===== src/rtl/synth_pipe_pkg.sv =====
// Shared definitions for the synth voice pipeline: voice state encoding and
// note-word field layout.
package synth_pipe_pkg;

  localparam int NOTE_W   = 16;
  localparam int RSV_BIT  = 15;
  localparam int MIDI_LSB = 8;
  localparam int MIDI_W   = 7;
  localparam int VEL_LSB  = 0;
  localparam int VEL_W    = 8;

  typedef enum logic [1:0] {
    IDLE = 2'b00,
    BSY  = 2'b01,
    RDY  = 2'b10
  } voice_state_t;

  // Any field change (including velocity) counts as a new note.
  function automatic logic note_differs(input logic [NOTE_W-1:0] a,
                                        input logic [NOTE_W-1:0] b);
    return (a[MIDI_LSB +: MIDI_W] != b[MIDI_LSB +: MIDI_W]) ||
           (a[VEL_LSB +: VEL_W]   != b[VEL_LSB +: VEL_W])   ||
           (a[RSV_BIT]            != b[RSV_BIT]);
  endfunction

endpackage


===== src/rtl/voice_fsm.sv =====
// One voice's IDLE/BSY/RDY warm-up FSM with its tick counter and latched note word.
// state_nxt is exported so the parent can register aggregate counts on the same edge.
module voice_fsm
  import synth_pipe_pkg::*;
#(
  parameter int SRC_LAT  = 3,
  parameter int FILT_LAT = 4,
  parameter int CNT_W    = 4
) (
  input  logic              clk,
  input  logic              rst,
  input  logic              clk_en,
  input  logic [NOTE_W-1:0] d,
  output logic [1:0]        state,
  output logic [1:0]        state_nxt,
  output logic              filt_ena
);

  localparam logic [CNT_W-1:0] SRC_PT = CNT_W'(SRC_LAT);
  localparam logic [CNT_W-1:0] RDY_PT = CNT_W'(SRC_LAT + FILT_LAT);

  voice_state_t      st_q, st_d;
  logic [CNT_W-1:0]  cnt_q, cnt_d;
  logic [NOTE_W-1:0] latch_q, latch_d;
  logic              fe_q, fe_d;

  always_ff @(posedge clk or posedge rst) begin
    if (rst) begin
      st_q    <= IDLE;
      cnt_q   <= '0;
      latch_q <= '0;
      fe_q    <= 1'b0;
    end else begin
      st_q    <= st_d;
      cnt_q   <= cnt_d;
      latch_q <= latch_d;
      fe_q    <= fe_d;
    end
  end

  always_comb begin
    st_d    = st_q;
    cnt_d   = cnt_q;
    latch_d = latch_q;
    fe_d    = fe_q;
    if (clk_en) begin
      if (d == '0) begin
        st_d    = IDLE;
        cnt_d   = '0;
        latch_d = '0;
        fe_d    = 1'b0;
      end else if (st_q == IDLE || note_differs(d, latch_q)) begin
        st_d    = BSY;
        cnt_d   = CNT_W'(1);
        latch_d = d;
        fe_d    = 1'b0;
      end else if (st_q == BSY) begin
        if (cnt_q >= SRC_PT) fe_d = 1'b1;
        if (cnt_q >= RDY_PT) st_d = RDY;
        if (cnt_q != '1) cnt_d = cnt_q + CNT_W'(1);
      end
    end
  end

  assign state     = st_q;
  assign state_nxt = st_d;
  assign filt_ena  = fe_q;

endmodule


===== src/rtl/voice_pipeline_ctrl.sv =====
// Multi-voice pipeline controller: per-voice warm-up FSMs plus a sequential
// mixer that sums RDY voices one per clk after each sample tick.
module voice_pipeline_ctrl
  import synth_pipe_pkg::*;
#(
  parameter int NUM_VOICES = 4,
  parameter int SAMPLE_W   = 16,
  parameter int SRC_LAT    = 3,
  parameter int FILT_LAT   = 4,
  parameter int CNT_W      = 4,
  parameter int MIX_W      = SAMPLE_W + ((NUM_VOICES > 1) ? $clog2(NUM_VOICES) : 1),
  localparam int ACT_W     = $clog2(NUM_VOICES + 1),
  localparam int IDX_W     = (NUM_VOICES > 1) ? $clog2(NUM_VOICES) : 1
) (
  input  logic                           clk,
  input  logic                           rst,
  input  logic                           clk_en,
  input  logic [NOTE_W*NUM_VOICES-1:0]   i_data,
  input  logic [SAMPLE_W*NUM_VOICES-1:0] i_sample,
  output logic [NUM_VOICES-1:0]          o_filt_ena,
  output logic [2*NUM_VOICES-1:0]        o_state,
  output logic [ACT_W-1:0]               o_active_cnt,
  output logic [MIX_W-1:0]               o_mix,
  output logic                           o_mix_valid
);

  logic [2*NUM_VOICES-1:0] state_nxt;

  for (genvar k = 0; k < NUM_VOICES; k++) begin : g_voice
    voice_fsm #(
      .SRC_LAT (SRC_LAT),
      .FILT_LAT(FILT_LAT),
      .CNT_W   (CNT_W)
    ) u_voice (
      .clk      (clk),
      .rst      (rst),
      .clk_en   (clk_en),
      .d        (i_data[k*NOTE_W +: NOTE_W]),
      .state    (o_state[2*k +: 2]),
      .state_nxt(state_nxt[2*k +: 2]),
      .filt_ena (o_filt_ena[k])
    );
  end

  logic [ACT_W-1:0] act_d;

  always_comb begin
    act_d = '0;
    for (int k = 0; k < NUM_VOICES; k++) begin
      if (state_nxt[2*k +: 2] != IDLE) act_d = act_d + ACT_W'(1);
    end
  end

  always_ff @(posedge clk or posedge rst) begin
    if (rst)         o_active_cnt <= '0;
    else if (clk_en) o_active_cnt <= act_d;
  end

  // Scan reads the registered states, i.e. the states as of the last tick edge.
  logic             scan_busy;
  logic [IDX_W-1:0] idx;
  logic [MIX_W-1:0] acc, addend, acc_sum;
  logic             last;

  always_comb begin
    addend = '0;
    for (int k = 0; k < NUM_VOICES; k++) begin
      if (IDX_W'(k) == idx && o_state[2*k +: 2] == RDY) begin
        addend = {{(MIX_W-SAMPLE_W){i_sample[k*SAMPLE_W + SAMPLE_W-1]}},
                  i_sample[k*SAMPLE_W +: SAMPLE_W]};
      end
    end
  end

  assign acc_sum = acc + addend;
  assign last    = (idx == IDX_W'(NUM_VOICES - 1));

  always_ff @(posedge clk or posedge rst) begin
    if (rst) begin
      scan_busy   <= 1'b0;
      idx         <= '0;
      acc         <= '0;
      o_mix       <= '0;
      o_mix_valid <= 1'b0;
    end else begin
      o_mix_valid <= 1'b0;
      if (clk_en) begin
        scan_busy <= 1'b1;
        idx       <= '0;
        acc       <= '0;
      end else if (scan_busy) begin
        acc <= acc_sum;
        idx <= idx + IDX_W'(1);
        if (last) begin
          o_mix       <= acc_sum;
          o_mix_valid <= 1'b1;
          scan_busy   <= 1'b0;
          idx         <= '0;
        end
      end
    end
  end

endmodule


===== config.mk =====
export PLATFORM = sky130hd
export DESIGN_NAME = voice_pipeline_ctrl
export DESIGN_NICKNAME = d
export VERILOG_FILES = /design/src/rtl/synth_pipe_pkg.sv /design/src/rtl/voice_fsm.sv /design/src/rtl/voice_pipeline_ctrl.sv
export SDC_FILE = /design/constraint.sdc
export NUM_CORES = 1
export LEC_CHECK = 0
export CAP_MARGIN = 20
export CORE_MARGIN = 10
export CORE_UTILIZATION = 35
export CTS_CLUSTER_SIZE = 30
export DETAILED_ROUTE_END_ITERATION = 6
export PLACE_DENSITY = 0.59
export REMOVE_ABC_BUFFERS = 1
export SYNTH_ARGS = -nofsm -noshare
export SYNTH_HDL_FRONTEND = slang
export SYNTH_SLANG_ARGS = --single-unit

===== constraint.sdc =====
create_clock -name clk -period 5 [get_ports clk]
set_clock_uncertainty 0.2 [all_clocks]
set_input_delay 1.25 -clock clk [delete_from_list [all_inputs] [get_ports clk]]
set_output_delay 1.25 -clock clk [all_outputs]
set_load 0.01 [all_outputs]

=== Word level (Yosys, flattened, before mapping) ===
Cells that the tools add are included.

* Register bits after elaboration: 135
* Output and inout port bits: 34

* Bitwise gates (word level): 1
* Eq/ne operators: 28
* Magnitude comparators: 8
* $add $sub $neg: 9
* Mux-type cells: 79
* Reduce and logical (&&, ||, !) cells: 59

{| class="wikitable"
|+ Operator list
! cell !! count
|-
| $mux W16 || 8
|-
| $mux W18 || 6
|-
| $logic_not A16 Y1 || 4
|-
| $mux W4 || 16
|-
| $mux W2 || 23
|-
| $reduce_bool A3 Y1 || 12
|-
| $ne A8 B8 Y1 || 4
|-
| $ne A7 B7 Y1 || 4
|-
| $reduce_and A3 Y1 || 9
|-
| $mux W1 || 23
|-
| $add A18 B18 Y18 || 1
|-
| $reduce_bool A2 Y1 || 9
|-
| $add A4 B1 Y4 const B || 4
|-
| $ge A4 B2 Y1 const B || 4
|-
| $ge A4 B3 Y1 const B || 4
|-
| $ne A4 B4 Y1 const B || 4
|-
| $logic_or A1 B1 Y1 || 12
|-
| $eq A2 B2 Y1 const B || 5
|-
| $logic_not A2 Y1 || 5
|-
| $add A3 B1 Y3 const B || 3
|-
| $mux W3 || 3
|-
| $eq A2 B1 Y1 const B || 4
|-
| $reduce_and A2 Y1 || 4
|-
| $eq A2 B2 Y1 const A || 2
|-
| other kinds (5) || 11
|}

=== Depth between registers and ports, before layout ===
* Word-level depth: 15
* Depth in mapped cells: 20

=== By module ===
A second synthesis with hierarchy kept.

* Cell total of the unflattened synthesis: 879
* Area total of the unflattened synthesis: 8526.9 sq um

{| class="wikitable"
|+ Modules (own cells, without submodules)
! module !! area each (sq um) !! cells each !! instances
|-
| voice_fsm || 1275.0 || 112 || 4
|-
| voice_pipeline_ctrl || 3427.0 || 431 || 1
|}

=== Worst setup path after synthesis ===
OpenSTA, ideal clock, no wires.

* Path type: input to register
* Start: input i_sample[16]
* End: register acc[16]
* Required time: 4.674 ns
* Path slack: 0.747 ns
* Arrival time: 3.927 ns
* Stages on the path: 14
* Cell sequence: a22oi_1 nand2_1 o21ai_0 o21ai_0 ha_1 fa_1 a21o_1 a21oi_2 o211ai_1 a2111o_1 a41o_1 a22oi_2 mux2i_1 a311o_1

* Longest elaborated chain between the ends: 6

{| class="wikitable"
|+ RTL lines
! item !! line !! text
|-
| from (decl) || voice_pipeline_ctrl.sv:19 || <nowiki>input logic [SAMPLE_W*NUM_VOICES-1:0] i_sample,</nowiki>
|-
| $mux W18 (3 in series) || voice_pipeline_ctrl.sv:68 || <nowiki>if (IDX_W'(k) == idx && o_state[2*k +: 2] == RDY) begin</nowiki>
|-
| $add A18 B18 Y18 || voice_pipeline_ctrl.sv:75 || <nowiki>assign acc_sum = acc + addend;</nowiki>
|-
| $mux W18 || voice_pipeline_ctrl.sv:91 || <nowiki>end else if (scan_busy) begin</nowiki>
|-
| $mux W18 || voice_pipeline_ctrl.sv:87 || <nowiki>if (clk_en) begin</nowiki>
|-
| to (signal assigned) || voice_pipeline_ctrl.sv:92 || <nowiki>acc <= acc_sum;</nowiki>
|-
| to (decl) || voice_pipeline_ctrl.sv:62 || <nowiki>logic [MIX_W-1:0] acc, addend, acc_sum;</nowiki>
|}

No other way between the ends. The select of a mux whose other input is x is not followed.
A chain may end at the register's enable or synchronous reset.

=== Final worst setup path ===
* Start: register idx[1]
* End: register acc[17]

* Longest elaborated chain between the ends: 9
* Elaborated cells between the ends (all ways): 15

{| class="wikitable"
|+ RTL lines
! item !! line !! text
|-
| from (decl) || voice_pipeline_ctrl.sv:61 || <nowiki>logic [IDX_W-1:0] idx;</nowiki>
|-
| from (signal assigned) || voice_pipeline_ctrl.sv:93 || <nowiki>idx <= idx + IDX_W'(1);</nowiki>
|-
| $logic_not A2 Y1 || voice_pipeline_ctrl.sv:68 ||
|-
| $logic_and A1 B1 Y1 || voice_pipeline_ctrl.sv:68 ||
|-
| $mux W18 (3 in series) || voice_pipeline_ctrl.sv:68 ||
|-
| $mux W18 (*) || voice_pipeline_ctrl.sv:68 ||
|-
| $add A18 B18 Y18 (*) || voice_pipeline_ctrl.sv:75 ||
|-
| $mux W18 (*) || voice_pipeline_ctrl.sv:91 ||
|-
| $mux W18 (*) || voice_pipeline_ctrl.sv:87 ||
|}

Every way passes the cells marked *; elsewhere a longest branch is shown, timed or not. The select of a mux whose other input is x is not followed.

==> impl_metrics.env <==
export IMPL_rrSetupSlack_ns=0.44
export IMPL_ant_nets=0
export IMPL_pre_cts_slack_ns=0.0506
export IMPL_max_freq_mhz=219
export IMPL_ys_seq_area_frac=0.434
export IMPL_seqPwrFrac=0.422
export IMPL_worstSetupPathType="flip-flop to flip-flop"
export IMPL_multi_input_area_sq_mm=0.00418
export IMPL_power_frac_clock=0.448
export IMPL_synth_cells=785
export IMPL_gp_congestion=0.813
export IMPL_sw_frac_of_total=0.244
export IMPL_grt_pass1_wl_um=35100
export IMPL_cp_end_kind="flip-flop"
export IMPL_dieArea_sq_mm=0.0286
export IMPL_place_hpwl_um=16100
export IMPL_ios=165
export IMPL_cts_hold_fix_buffers=0
export IMPL_synth_most_common_cell="dfrtp_1"
export IMPL_slew_headroom=0.425
export IMPL_min_period_ns=4.56
export IMPL_wl_per_cell_um=17.1
export IMPL_worstMarginPinSlew_ns=0.860
export IMPL_numCtsBuffers=17
export IMPL_register_area_sq_mm=0.00338
export IMPL_finalNetCount=1109
export IMPL_grt_overflow=0
export IMPL_setup_tns_ns=0
export IMPL_antennaDiodeCount=0
export IMPL_syn2layout_area_growth_pct=33.0
export IMPL_drv_cap=0
export IMPL_cts_root_buf="clkbuf_16"
export IMPL_path_clk_slew_ns=0.06
export IMPL_layout_drive_gt1_share=0.0873
export IMPL_synth_largest_area_cell="dfrtp_1"
export IMPL_setup_viol_count_final=0
export IMPL_clk_path_buf_depth=2
export IMPL_cp_max_fo=9
export IMPL_fin_cells=1242
export IMPL_placed_area_sq_mm=0.00974
export IMPL_cts_max_level=4
export IMPL_fin_util=0.474
export IMPL_die_width_um=169
export IMPL_p_switching_mw=0.688
export IMPL_dp_cells=1209
export IMPL_finalCritPeriodShare=0.913
export IMPL_slew_violations=0
export IMPL_synth_edff_count=0
export IMPL_grt_use_total=0.150
export IMPL_portBuffers=164
export IMPL_timing_final_hold_violations=0
export IMPL_clk_latency_ns=0.42
export IMPL_ir_drop_v=0.000249
export IMPL_grt_start_max_net_pins=78
export IMPL_hold_path_class="flip-flop to flip-flop"
export IMPL_synth_area_sq_mm=0.00778
export IMPL_status="completed"
export IMPL_dr_pass1_iters=4
export IMPL_drc=0
export IMPL_cts_sinks=135
export IMPL_rsz0062_at_grt="no"
export IMPL_coreArea_sq_mm=0.0218
export IMPL_power_leakage_nw=4.58
export IMPL_vias=6482
export IMPL_power_density_mw_per_mm2=273
export IMPL_synthDominantCellAreaShare=0.434
export IMPL_synth_main_ff_cell="dfrtp_1"
export IMPL_worstPathRequired_ns=5.11
export IMPL_start_kind="flip-flop"
export IMPL_yosys_warnings=0
export IMPL_row_count=54
export IMPL_avgSynthCellArea_sq_um=9.91
export IMPL_async_flop_share=1.00
export IMPL_post_cts_buffers=0
export IMPL_synth_top_cells_by_area="dfrtp_1, xnor2_1, a22o_1"
export IMPL_synth_seq_cells=135
export IMPL_first_iter_violations=277
export IMPL_pwr_share_comb=0.131
export IMPL_wirelength_um=21300
export IMPL_synth_cell_types=64
export IMPL_initial_core_util=0.356
export IMPL_grt_pass1_vias=6696
export IMPL_internal_power_mw=2.13
export IMPL_die_h_um=169
export IMPL_antenna_found_initial=0
export IMPL_viasPerCell=5.22
export IMPL_post_cts_resized=0
export IMPL_postLayoutSetupSlackWorst_ns=0.437
export IMPL_stdcell_area_sq_mm=0.0103
export IMPL_ys_top_cells_by_count="dfrtp_1, nand2_1, xnor2_1, o21ai_0, a22o_1"
export IMPL_arrival_ns=4.67
export IMPL_cts_tree="done"
export IMPL_nFillCells=2132
[placed cells by master (no fill, tap or decap), types with 10 or more instances in the layout]
cell and n:
a21o_1 11, a21oi_1 24, a22o_1 56, a22oi_1 15, buf_4 20, clkbuf_16 17
clkdlybuf4s50_1 163, dfrtp_1 135, ha_1 28, inv_1 10, mux2_2 17, mux2i_1 18
nand2_1 84, nand4_1 20, nor2_1 46, nor3_1 13, nor4_1 22, o21a_1 10
o21ai_0 55, xnor2_1 79
[routing by layer]
metal | GRT usage | part of all wire | up-vias
met5 | 0 | 0 | -
li1 | - | - | 3200
met1 | 0.191 | 0.46 | 3130
met2 | 0.245 | 0.47 | 138
met4 | 0.0379 | 0.0094 | 0
met3 | 0.0408 | 0.054 | 14
[worst max-delay path, cell delays in order (launching register included)]
cell and delay, ns:
dfrtp_1 0.39, inv_1 0.08, ha_1 0.17, and3b_1 0.22
nor3_4 0.50, buf_4 0.26, a22oi_1 0.07, nand2_1 0.08
o21ai_0 0.07, o21ai_0 0.24, ha_1 0.30, and4_1 0.25
nor3b_1 0.20, and4b_1 0.23, o21ai_0 0.21, o211ai_1 0.18
mux2_2 0.28, and4_4 0.21, mux2_4 0.29
[stage by stage]
step                      hold slack [ns]  power (mW)
final                               0.273        2.82
after global routing                0.299        2.94
after CTS                           0.281        2.86
after detailed placement            0.266        1.58
after global placement              0.259        1.58
after floorplan                     0.276        1.39
[path summary, 6_finish.rpt]
path / start / end / cells past startpoint
hold / removal: o_mix[1] / o_mix[1] / 2
setup / recovery: idx[1] / acc[17] / 18
setup reg to reg: idx[1] / acc[17] / 18
hold reg to reg: o_mix[1] / o_mix[1] / 2
min in group asynchronous: rst / g_voice[0].u_voice.latch_q[8] / 2
max in group asynchronous: rst / g_voice[2].u_voice.cnt_q[0] / 3
[flip-flops by register name (all words and copies together), names as in the netlist]
register	cells
g_voice.u_voice.latch_q	64
g_voice.u_voice.cnt_q	16
scan_busy	1
g_voice.u_voice.state	8
g_voice.u_voice.filt_ena	4
acc	18
idx	2
o_mix_valid	1
o_active_cnt	3
o_mix	18
[logic make-up (layout without fill, tap and decap cells)]
| logic type | after synthesis | after routing | share of synthesized area |
|---|---|---|---|
| and+or+nand+nor | 238 | 238 | 0.153 |
| AOI/OAI and AO/OA | 208 | 208 | 0.189 |
| DFF | 135 | 135 | 0.434 |
| xor gates and xnor gates | 87 | 87 | 0.0980 |
| buffers and inverters | 52 | 229 | 0.0285 |
| muxes | 36 | 36 | 0.0497 |
| adders and majority gates | 29 | 29 | 0.0476 |
[final cells by class]
cell class / count / share of cell area
multi-input combinational: 598 / 0.404
tap: 280 / 0.0339
timing repair buffer: 184 / 0.173
sequential: 135 / 0.327
clock inverter: 11 / 0.0120
clock buffer: 21 / 0.0455
inverter: 13 / 0.00520
[power by group through the flow]
stage / sequential (mW) / clock, mW / combinational (mW)
floorplan: 1.21 / 0 / 0.180
detailed placement: 1.21 / 0 / 0.374
finish: 1.19 / 1.26 / 0.368
global route: 1.19 / 1.34 / 0.408
CTS: 1.19 / 1.30 / 0.375
global placement: 1.21 / 0 / 0.371
Power figures use the tool's default switching activity.
